<file path="src/rtl/cic_comb_scheduler_pkg.sv">
// Shared types and sizing helpers for the CIC decimation controller and comb engine.
package cic_pkg;

  typedef enum logic [1:0] {
    IDLE = 2'd0,
    RUN  = 2'd1,
    OUT  = 2'd2
  } state_t;

  localparam int NSTAGES = 3;
  localparam int STAGE_W = $clog2(NSTAGES);

  // A single channel still needs a one-bit index so the array selects stay legal.
  function automatic int ch_idx_w(input int nch);
    return (nch > 1) ? $clog2(nch) : 1;
  endfunction

  function automatic int cic_out_width(input int in_width, input int m);
    return in_width + $clog2(m * m * m);
  endfunction

endpackage

</file>
<file path="src/rtl/cic_comb_scheduler_if.sv">
// Sample-strobe input, decimated-frame output and status bundle of the comb scheduler.
interface cic_comb_scheduler_if #(
  parameter int NCH   = 2,
  parameter int WIDTH = 24
);
  logic                 in_valid;
  logic [NCH*WIDTH-1:0] integ;
  logic                 out_valid;
  logic                 out_ready;
  logic [NCH*WIDTH-1:0] out_data;
  logic                 busy;
  logic                 overrun;
  logic                 clear_overrun;

  modport master (
    output in_valid, integ, out_ready, clear_overrun,
    input  out_valid, out_data, busy, overrun
  );

  modport slave (
    input  in_valid, integ, out_ready, clear_overrun,
    output out_valid, out_data, busy, overrun
  );
endinterface

</file>
<file path="src/rtl/cic_comb_scheduler_phase.sv">
// Modulo-M input-sample counter; boundary marks the strobe that completes a decimation period.
module cic_phase_counter #(
  parameter int M = 8
) (
  input  logic                 clk,
  input  logic                 reset,
  input  logic                 en,
  output logic [$clog2(M)-1:0] phase,
  output logic                 boundary
);
  localparam int PW = $clog2(M);
  localparam logic [PW-1:0] LAST = PW'(M - 1);

  assign boundary = en && (phase == LAST);

  always_ff @(posedge clk) begin
    if (reset) begin
      phase <= '0;
    end else if (en) begin
      phase <= boundary ? '0 : phase + PW'(1);
    end
  end
endmodule

</file>
<file path="src/rtl/cic_comb_scheduler.sv">
// Decimation controller with one shared subtractor running NCH channels x 3 comb stages,
// presenting each decimated frame on a valid/ready output.
module cic_comb_scheduler
  import cic_pkg::*;
#(
  parameter int M     = 8,
  parameter int NCH   = 2,
  parameter int WIDTH = 24
) (
  input logic                 clk,
  input logic                 reset,
  cic_comb_scheduler_if.slave bus
);
  localparam int CW = ch_idx_w(NCH);
  localparam int PW = $clog2(M);
  localparam logic [CW-1:0]      LAST_CH    = CW'(NCH - 1);
  localparam logic [STAGE_W-1:0] LAST_STG   = STAGE_W'(NSTAGES - 1);
  localparam logic [PW-1:0]      LAST_PHASE = PW'(M - 1);

  state_t               state, state_d;
  logic [CW-1:0]        ch, ch_d;
  logic [STAGE_W-1:0]   stg, stg_d;
  logic [PW-1:0]        phase;
  logic                 boundary;
  logic                 take;
  logic                 drop;
  logic                 overrun;
  logic [WIDTH-1:0]     cap   [NCH];
  logic [WIDTH-1:0]     d_del [NCH][NSTAGES];
  logic [WIDTH-1:0]     dout  [NCH];
  logic [WIDTH-1:0]     y_chain;
  logic [WIDTH-1:0]     x;
  logic [WIDTH-1:0]     y;

  cic_phase_counter #(.M(M)) u_phase (
    .clk      (clk),
    .reset    (reset),
    .en       (bus.in_valid),
    .phase    (phase),
    .boundary (boundary)
  );

  always_ff @(posedge clk) begin
    if (!reset && boundary) begin
      assert (phase == LAST_PHASE);
    end
  end

  always_ff @(posedge clk) begin
    if (reset) begin
      state <= IDLE;
      ch    <= '0;
      stg   <= '0;
    end else begin
      state <= state_d;
      ch    <= ch_d;
      stg   <= stg_d;
    end
  end

  // A boundary in OUT is only usable when the frame leaves in the same cycle.
  always_comb begin
    state_d = state;
    ch_d    = ch;
    stg_d   = stg;
    take    = 1'b0;
    case (state)
      IDLE: begin
        if (boundary) begin
          take    = 1'b1;
          state_d = RUN;
          ch_d    = '0;
          stg_d   = '0;
        end
      end
      RUN: begin
        if (stg == LAST_STG) begin
          stg_d = '0;
          if (ch == LAST_CH) state_d = OUT;
          else               ch_d    = ch + CW'(1);
        end else begin
          stg_d = stg + STAGE_W'(1);
        end
      end
      OUT: begin
        if (bus.out_ready) begin
          if (boundary) begin
            take    = 1'b1;
            state_d = RUN;
            ch_d    = '0;
            stg_d   = '0;
          end else begin
            state_d = IDLE;
          end
        end
      end
      default: state_d = IDLE;
    endcase
  end

  assign drop = boundary && !take;

  assign x = (stg == '0) ? cap[ch] : y_chain;
  assign y = x - d_del[ch][stg];

  always_ff @(posedge clk) begin
    if (reset) begin
      y_chain <= '0;
      for (int c = 0; c < NCH; c++) begin
        cap[c]  <= '0;
        dout[c] <= '0;
        for (int k = 0; k < NSTAGES; k++) d_del[c][k] <= '0;
      end
    end else begin
      if (take) begin
        for (int c = 0; c < NCH; c++) cap[c] <= bus.integ[c*WIDTH +: WIDTH];
      end
      if (state == RUN) begin
        d_del[ch][stg] <= x;
        y_chain        <= y;
        if (stg == LAST_STG) dout[ch] <= y;
      end
    end
  end

  // Drop beats clear when both land in the same cycle.
  always_ff @(posedge clk) begin
    if (reset)              overrun <= 1'b0;
    else if (drop)          overrun <= 1'b1;
    else if (bus.clear_overrun) overrun <= 1'b0;
  end

  always_comb begin
    bus.out_data = '0;
    for (int c = 0; c < NCH; c++) bus.out_data[c*WIDTH +: WIDTH] = dout[c];
  end

  assign bus.out_valid = (state == OUT);
  assign bus.busy      = (state != IDLE);
  assign bus.overrun   = overrun;
endmodule

</file>
<file path="src/flat_wrapper.sv">
// flat-port wrapper written by rule: the top's interface ports become plain ports
module cic_comb_scheduler_flat import cic_pkg::*;
#(
  parameter int M     = 8,
  parameter int NCH   = 2,
  parameter int WIDTH = 24
)
  (clk, reset, bus_in_valid, bus_integ, bus_out_ready, bus_clear_overrun, bus_out_valid, bus_out_data, bus_busy, bus_overrun);
  cic_comb_scheduler_if #(.NCH(NCH), .WIDTH(WIDTH)) bus_i ();
  input logic clk;
  input logic reset;
  input wire logic [$bits(bus_i.in_valid)-1:0] bus_in_valid;
  input wire logic [$bits(bus_i.integ)-1:0] bus_integ;
  input wire logic [$bits(bus_i.out_ready)-1:0] bus_out_ready;
  input wire logic [$bits(bus_i.clear_overrun)-1:0] bus_clear_overrun;
  output wire logic [$bits(bus_i.out_valid)-1:0] bus_out_valid;
  output wire logic [$bits(bus_i.out_data)-1:0] bus_out_data;
  output wire logic [$bits(bus_i.busy)-1:0] bus_busy;
  output wire logic [$bits(bus_i.overrun)-1:0] bus_overrun;
  assign bus_i.in_valid = bus_in_valid;
  assign bus_i.integ = bus_integ;
  assign bus_i.out_ready = bus_out_ready;
  assign bus_i.clear_overrun = bus_clear_overrun;
  assign bus_out_valid = bus_i.out_valid;
  assign bus_out_data = bus_i.out_data;
  assign bus_busy = bus_i.busy;
  assign bus_overrun = bus_i.overrun;
  cic_comb_scheduler #(.M(M), .NCH(NCH), .WIDTH(WIDTH)) u_core (.clk(clk), .reset(reset), .bus(bus_i));
endmodule
</file>
<file path="config.mk">
export PLATFORM = sky130hd
export DESIGN_NAME = cic_comb_scheduler_flat
export DESIGN_NICKNAME = d
export VERILOG_FILES = /design/src/rtl/cic_comb_scheduler_pkg.sv /design/src/rtl/cic_comb_scheduler_if.sv /design/src/rtl/cic_comb_scheduler_phase.sv /design/src/rtl/cic_comb_scheduler.sv /design/src/flat_wrapper.sv
export SDC_FILE = /design/constraint.sdc
export NUM_CORES = 1
export LEC_CHECK = 0
export ABC_AREA = 1
export ABC_CLOCK_PERIOD_IN_PS = 4800
export BUFFER_PORTS_ARGS = -buffer_cell sky130_fd_sc_hd__buf_4
export CELL_PAD_IN_SITES_DETAIL_PLACEMENT = 0
export CELL_PAD_IN_SITES_GLOBAL_PLACEMENT = 1
export CORE_UTILIZATION = 47
export DETAILED_ROUTE_END_ITERATION = 12
export PLACE_DENSITY = 0.9
export SLEW_MARGIN = 20
export SYNTH_ARGS = -nofsm -noshare
export SYNTH_HDL_FRONTEND = slang
export SYNTH_SLANG_ARGS = --single-unit
export TNS_END_PERCENT = 30
</file>
<file path="constraint.sdc">
create_clock -name clk -period 4.8 [get_ports clk]
set_clock_uncertainty 0.1 [all_clocks]
set_input_delay 0.24 -clock clk [delete_from_list [all_inputs] [get_ports clk]]
set_output_delay 0.24 -clock clk [all_outputs]
set_load 0.05 [all_outputs]
</file>
Word level (Yosys, flattened, before mapping)
Memory sizes are Yosys's and may differ from the RTL's. A register that Yosys moved wholly into a read port is not among the register bits.
Index checks and enable logic that the tools add are counted.
{ "op_classes": {"eq_ne": 8, "addsub": 4, "muxes": 51, "n_reduce_logical": 14, "bitwise": 3, "order_cmp": 2} }
{ "ops": {"columns": ["cell", "n"], "rows": [
  ["$mux W72", 3],
  ["$mux W24", 7],
  ["$reduce_or A72 Y1", 1],
  ["$bmux W24 S2", 1],
  ["$demux W24 S2", 1],
  ["$mux W1", 27],
  ["$reduce_or A24 Y1", 1],
  ["$sub A24 B24 Y24", 1],
  ["$mux W2", 7],
  ["$pmux W2 S3", 2],
  ["$ne A2 B1 Y1 const B", 3],
  ["$eq A2 B2 Y1 const B", 2],
  ["$logic_not A2 Y1", 2],
  ["$reduce_and A4 Y1", 1],
  ["$reduce_bool A2 Y1", 2],
  ["$add A3 B1 Y3 const B", 1],
  ["$eq A3 B3 Y1 const B", 1],
  ["$ge A3 B3 Y1 const B", 1],
  ["$logic_and A1 B1 Y1", 3],
  ["$lt A3 B1 Y1 const B", 1],
  ["$mux W3", 1],
  ["$not A2 Y3", 1],
  ["$pmux W1 S3", 1],
  ["$reduce_and A3 Y1", 1],
  ["other kinds (9)", 10]
]} }
{ "word_totals": {"memories": 3, "ramBits": 240, "in_bits": 53, "out_inout_bits": 51, "ff_bits": 33} }
{ "mem_list": {"columns": ["memory", "words", "word_bits", "read_ports", "rd_clocked_by_memory_dff", "wr", "line", "rtl"], "rows": [
  ["u_core.d_del", 2, 72, 1, 1, 2, "cic_comb_scheduler.sv:29", "logic [WIDTH-1:0] d_del [NCH][NSTAGES];"],
  ["u_core.cap", 2, 24, 1, 1, 2, "cic_comb_scheduler.sv:28", "logic [WIDTH-1:0] cap [NCH];"],
  ["u_core.dout", 2, 24, 2, 0, 2, "cic_comb_scheduler.sv:30", "logic [WIDTH-1:0] dout [NCH];"]
]} }

Depth between registers and ports, before layout
{ "depth": {"ltp_word": 9, "mapped_depth": 26, "ltp_nobuf": 23} }

Modules after synthesis
A second synthesis with hierarchy kept.
{ "unflattened": {"cells_unflattened": 1393, "area_unflattened_um2": 13042.5} }
{ "modules_own_cells": {"columns": ["mod", "n_inst", "area_per_inst_um2", "cells_each"], "rows": [
  ["cic_comb_scheduler", 1, 12896.1, 1373],
  ["cic_phase_counter", 1, 146.4, 20]
]} }

Worst setup path after synthesis
Ideal clock, no wire load.
{ "synth_timing": {"kind": "reg2reg", "start": "reg (tool-made name)", "end": "mem u_core.dout[0][20] (data pin)", "path_slack_ns": 1.194, "path_stages_with_launch": 24, "period_less_slack_ns": 3.606, "setup_ns": 0.266, "required_time_ns": 4.434, "arrival_ns": 3.240, "cell_sequence": "dfxtp_1 > buf_6 > buf_6 > buf_2 > buf_2 > clkbuf_1 > buf_1 > nor2_1 > o221ai_1 > ha_1 > fa_1 > o21ai_0 > nand2_1 > nand2_1 > nand2_1 > nand2_1 > nand3_1 > nand2_1 > nand2_1 > nand2_2 > nand2_1 > nand3_1 > and2_4 > nor2_2"} }
{ "synth_lines": {"columns": ["item", "line"], "rows": [
  ["end: declaration", "cic_comb_scheduler.sv:30"]
]} }

==> results.sh <==
export IMPL_run_status="complete, no violations"
export IMPL_vdd_drop_max_v=0.000310
export IMPL_cts_buffer_depth=3
export IMPL_ys_seq_area_frac=0.599
export IMPL_syn_area_um2=13200
export IMPL_io_buffers=103
export IMPL_cts_root_buf="clkbuf_16"
export IMPL_netSwitchingFraction=0.233
export IMPL_post_cts_resized=0
export IMPL_yosys_area_top_type="edfxtp_1"
export IMPL_total_leakage_power_uw=0.00683
export IMPL_cts_inserted_buffers=28
export IMPL_synthCells=1415
export IMPL_hold_class="in -> reg"
export IMPL_synth_area_top_cells="edfxtp_1 55%, nor2_1 9.9%, nand2_1 5.2%"
export IMPL_tightest_slew_ns=1.06
export IMPL_syn2layout_area_growth_pct=19.8
export IMPL_slew_headroom=0.292
export IMPL_cpMostUsedCell="nand2_1"
export IMPL_worstSetupPathType="reg -> reg"
export IMPL_holdBufCountCts=53
export IMPL_p_per_area_nw_per_um2=332
export IMPL_critical_path_max_stage_delay_ns=0.53
export IMPL_p_seq_frac=0.510
export IMPL_grt_start_max_net_pins=100
export IMPL_antenna_found_initial=2
export IMPL_avgRoutedWirePerCell_um=18.1
export IMPL_period_needed_ns=3.96
export IMPL_num_vias=10162
export IMPL_start_kind="flip-flop"
export IMPL_finalMaxSlewViolations=0
export IMPL_die_w_um=169
export IMPL_clock_sinks=274
export IMPL_start_util=0.484
export IMPL_cp_num_buf_inv=3
export IMPL_internal_power_uw=4020
export IMPL_placed_cells=1852
export IMPL_io_pins=104
export IMPL_arrival_ns=4.14
export IMPL_wl_um=35400
export IMPL_final_cell_mix="346 x nor2_1, 240 x edfxtp_1, 181 x nand2_1, 174 x inv_1, 125 x buf_4"
export IMPL_drtPass1Iterations=5
export IMPL_grt_pass1_vias=9829
export IMPL_pwr_share_comb=0.092
export IMPL_drv_cap=0
export IMPL_drc=0
export IMPL_cp_max_fo=42
export IMPL_postRouteAntennaNets=0
export IMPL_p_sw_uw=1220
export IMPL_netlist_area_leader_share=0.547
export IMPL_die_area_um2=28700
export IMPL_yosysWarnings=0
export IMPL_gp_congestion=0.982
export IMPL_worstPathRequired_ns=4.98
export IMPL_clock_power_share=0.398
export IMPL_final_instance_count_excl_fill=1958
export IMPL_nets=1640
export IMPL_synth_cell_types=46
export IMPL_dpl_hpwl_um=23100
export IMPL_end_kind="flip-flop"
export IMPL_row_count=60
export IMPL_grt_pass1_wl_um=54000
export IMPL_synth_ff_type="edfxtp_1"
export IMPL_hold_slack_ns=0.370
export IMPL_finalSetupViolCount=0
export IMPL_synthArstFlopShare=0
export IMPL_path_clk_slew_ns=0.06
export IMPL_mostFrequentLayoutCell="nor2_1"
export IMPL_cp_cell_sequence="inv_2 > buf_4 > o21ai_0 > o22ai_1 > nor2_1 > ha_1 > nand2_1 > o21ai_0 > nor2_1 > inv_1 > nand2_1 > o21ai_4 > nand2_2 > nand2_1 > nand2_1 > nand2_1 > nand2_1 > nand2_1 > nor2_1"
export IMPL_post_cts_buffers=0
export IMPL_drive_gt1_frac=0.145
export IMPL_core_um2=27300
export IMPL_clk_latency_ns=0.55
export IMPL_grt_util_all_layers=0.249
export IMPL_finalSetupTns_ns=0
export IMPL_syn_num_nets=1492
export IMPL_fillers=2334
export IMPL_grt_overflow_total=0
export IMPL_die_y_um=169
export IMPL_first_iter_violations=792
export IMPL_synth_edf_count=240
export IMPL_cp_slowest_cell="inv_2"
export IMPL_synth_ff_latch_count=274
export IMPL_hold_viol_final=0
export IMPL_viasPerCell=5.19
export IMPL_syn_mean_instance_area_um2=9.31
export IMPL_period_share=0.825
export IMPL_critPathTopFamily="buffers and inverters"
export IMPL_ctsHtreeMaxLevel=1
export IMPL_cts_tree="yes"
export IMPL_grt_setup_unrepaired="false"
export IMPL_clock_fmax_mhz=252
[registers in the layout, indices dropped and copies added, names as in the netlist, named ones only]
| signal | cells |
|---|---|
| u_core.dout | 48 |
| u_core.u_phase.phase | 3 |
| u_core.stg | 2 |
| u_core.y_chain | 24 |
| u_core.cap | 48 |
| u_core.bus.overrun | 1 |
| u_core.d_del | 144 |
| u_core.ch | 1 |
| u_core.state | 2 |
[through the flow]
stage / util / worst slack (ns) / power, uW / area (um2)
2_1_floorplan: - / 1.19 / 3000 / 13200
3_3_place_gp: 0.527 / 0.893 / 3160 / 14400
3_5_place_dp: 0.527 / 0.941 / 3170 / 14400
4_1_cts: 0.579 / 0.886 / 5260 / 15800
5_1_grt: 0.579 / 0.552 / 5390 / 15800
6_report: 0.579 / 0.839 / 5240 / 15800
[path summary, 6_finish.rpt]
kind,startpoint,to,slack (ns),cells after the start
worst max-delay path,flip-flop,u_core.dout[1][13]$_SDFFCE_PN0P_,0.84,19
worst max register to register,flip-flop,u_core.dout[1][13]$_SDFFCE_PN0P_,0.84,19
worst min-delay path,bus_in_valid,u_core.u_phase.phase[0]$_SDFFE_PP0P_,0.37,3
worst min register to register,u_core.u_phase.phase[2]$_SDFFE_PP0P_,u_core.u_phase.phase[2]$_SDFFE_PP0P_,0.39,2
[cell families after synthesis]
family,Yosys count,synth area share
simple gates,680,0.220
compound gates,175,0.0749
xor+xnor,13,0.00864
flops,274,0.599
fa+ha+maj,24,0.0234
buf+inv,249,0.0742
[cell usage after synthesis (2+ instances only)]
cell type  count
xor2_1        10
nand2_4        3
and2_1         6
o21ai_1       11
or2_2          2
nor2_4         5
buf_2          3
o22ai_1       19
o221ai_1       2
o21ai_0       87
clkbuf_1      48
nor2_2        12
nand4_1       11
o21a_1         3
a31oi_1        2
buf_1          6
dfxtp_1       34
a21oi_1       32
inv_2         12
and2_4         4
nor3_1        19
inv_1        174
o21ai_4        2
a21o_1         3
nor2_1       347
nand2_1      183
buf_6          5
nand3_2        5
ha_1          23
nand3_1       68
edfxtp_1     240
nand2_2       11
xnor2_1        3
o211ai_1       8
[per-layer routing]
metal | GRT usage | share of wire | wire length, um | vias up
met5 | 0 | 0 | 0 | -
met4 | 0.0725 | 0.028 | 977 | 0
met3 | 0.0394 | 0.067 | 2380 | 56
met2 | 0.431 | 0.49 | 17400 | 354
met1 | 0.323 | 0.41 | 14700 | 4809
li1 | - | - | - | 4943
[power groups by stage]
stage,clock network [uW],logic (uW),registers (uW)
floorplan,0,226,2770
global placement,0,442,2720
detailed placement,0,442,2720
CTS,2110,477,2670
global route,2190,521,2680
finish,2090,481,2670
[cell type report]
type | instances | area (um2) | share of cell area
inverters | 186 | 698 | 0.0442
well taps | 372 | 465 | 0.0295
multi-input cells | 892 | 4320 | 0.274
repair buffers | 181 | 1530 | 0.0969
clock inverters | 12 | 85.1 | 0.00539
flip-flops and latches | 274 | 7890 | 0.500
diodes | 1 | 2.50 | 0.000159
clock buffers | 40 | 797 | 0.0505
[worst register-to-register path, delay by kind of cell, from the launching register on]
family / cells / cell delay, ns
buffers and inverters: 3 / 1.10
and+or+nand+nor: 11 / 0.96
adders and majority gates: 1 / 0.38
AOI/OAI and AO/OA: 4 / 0.83
DFF: 1 / 0.34
Note: power is estimated with default switching activity, not from simulation.
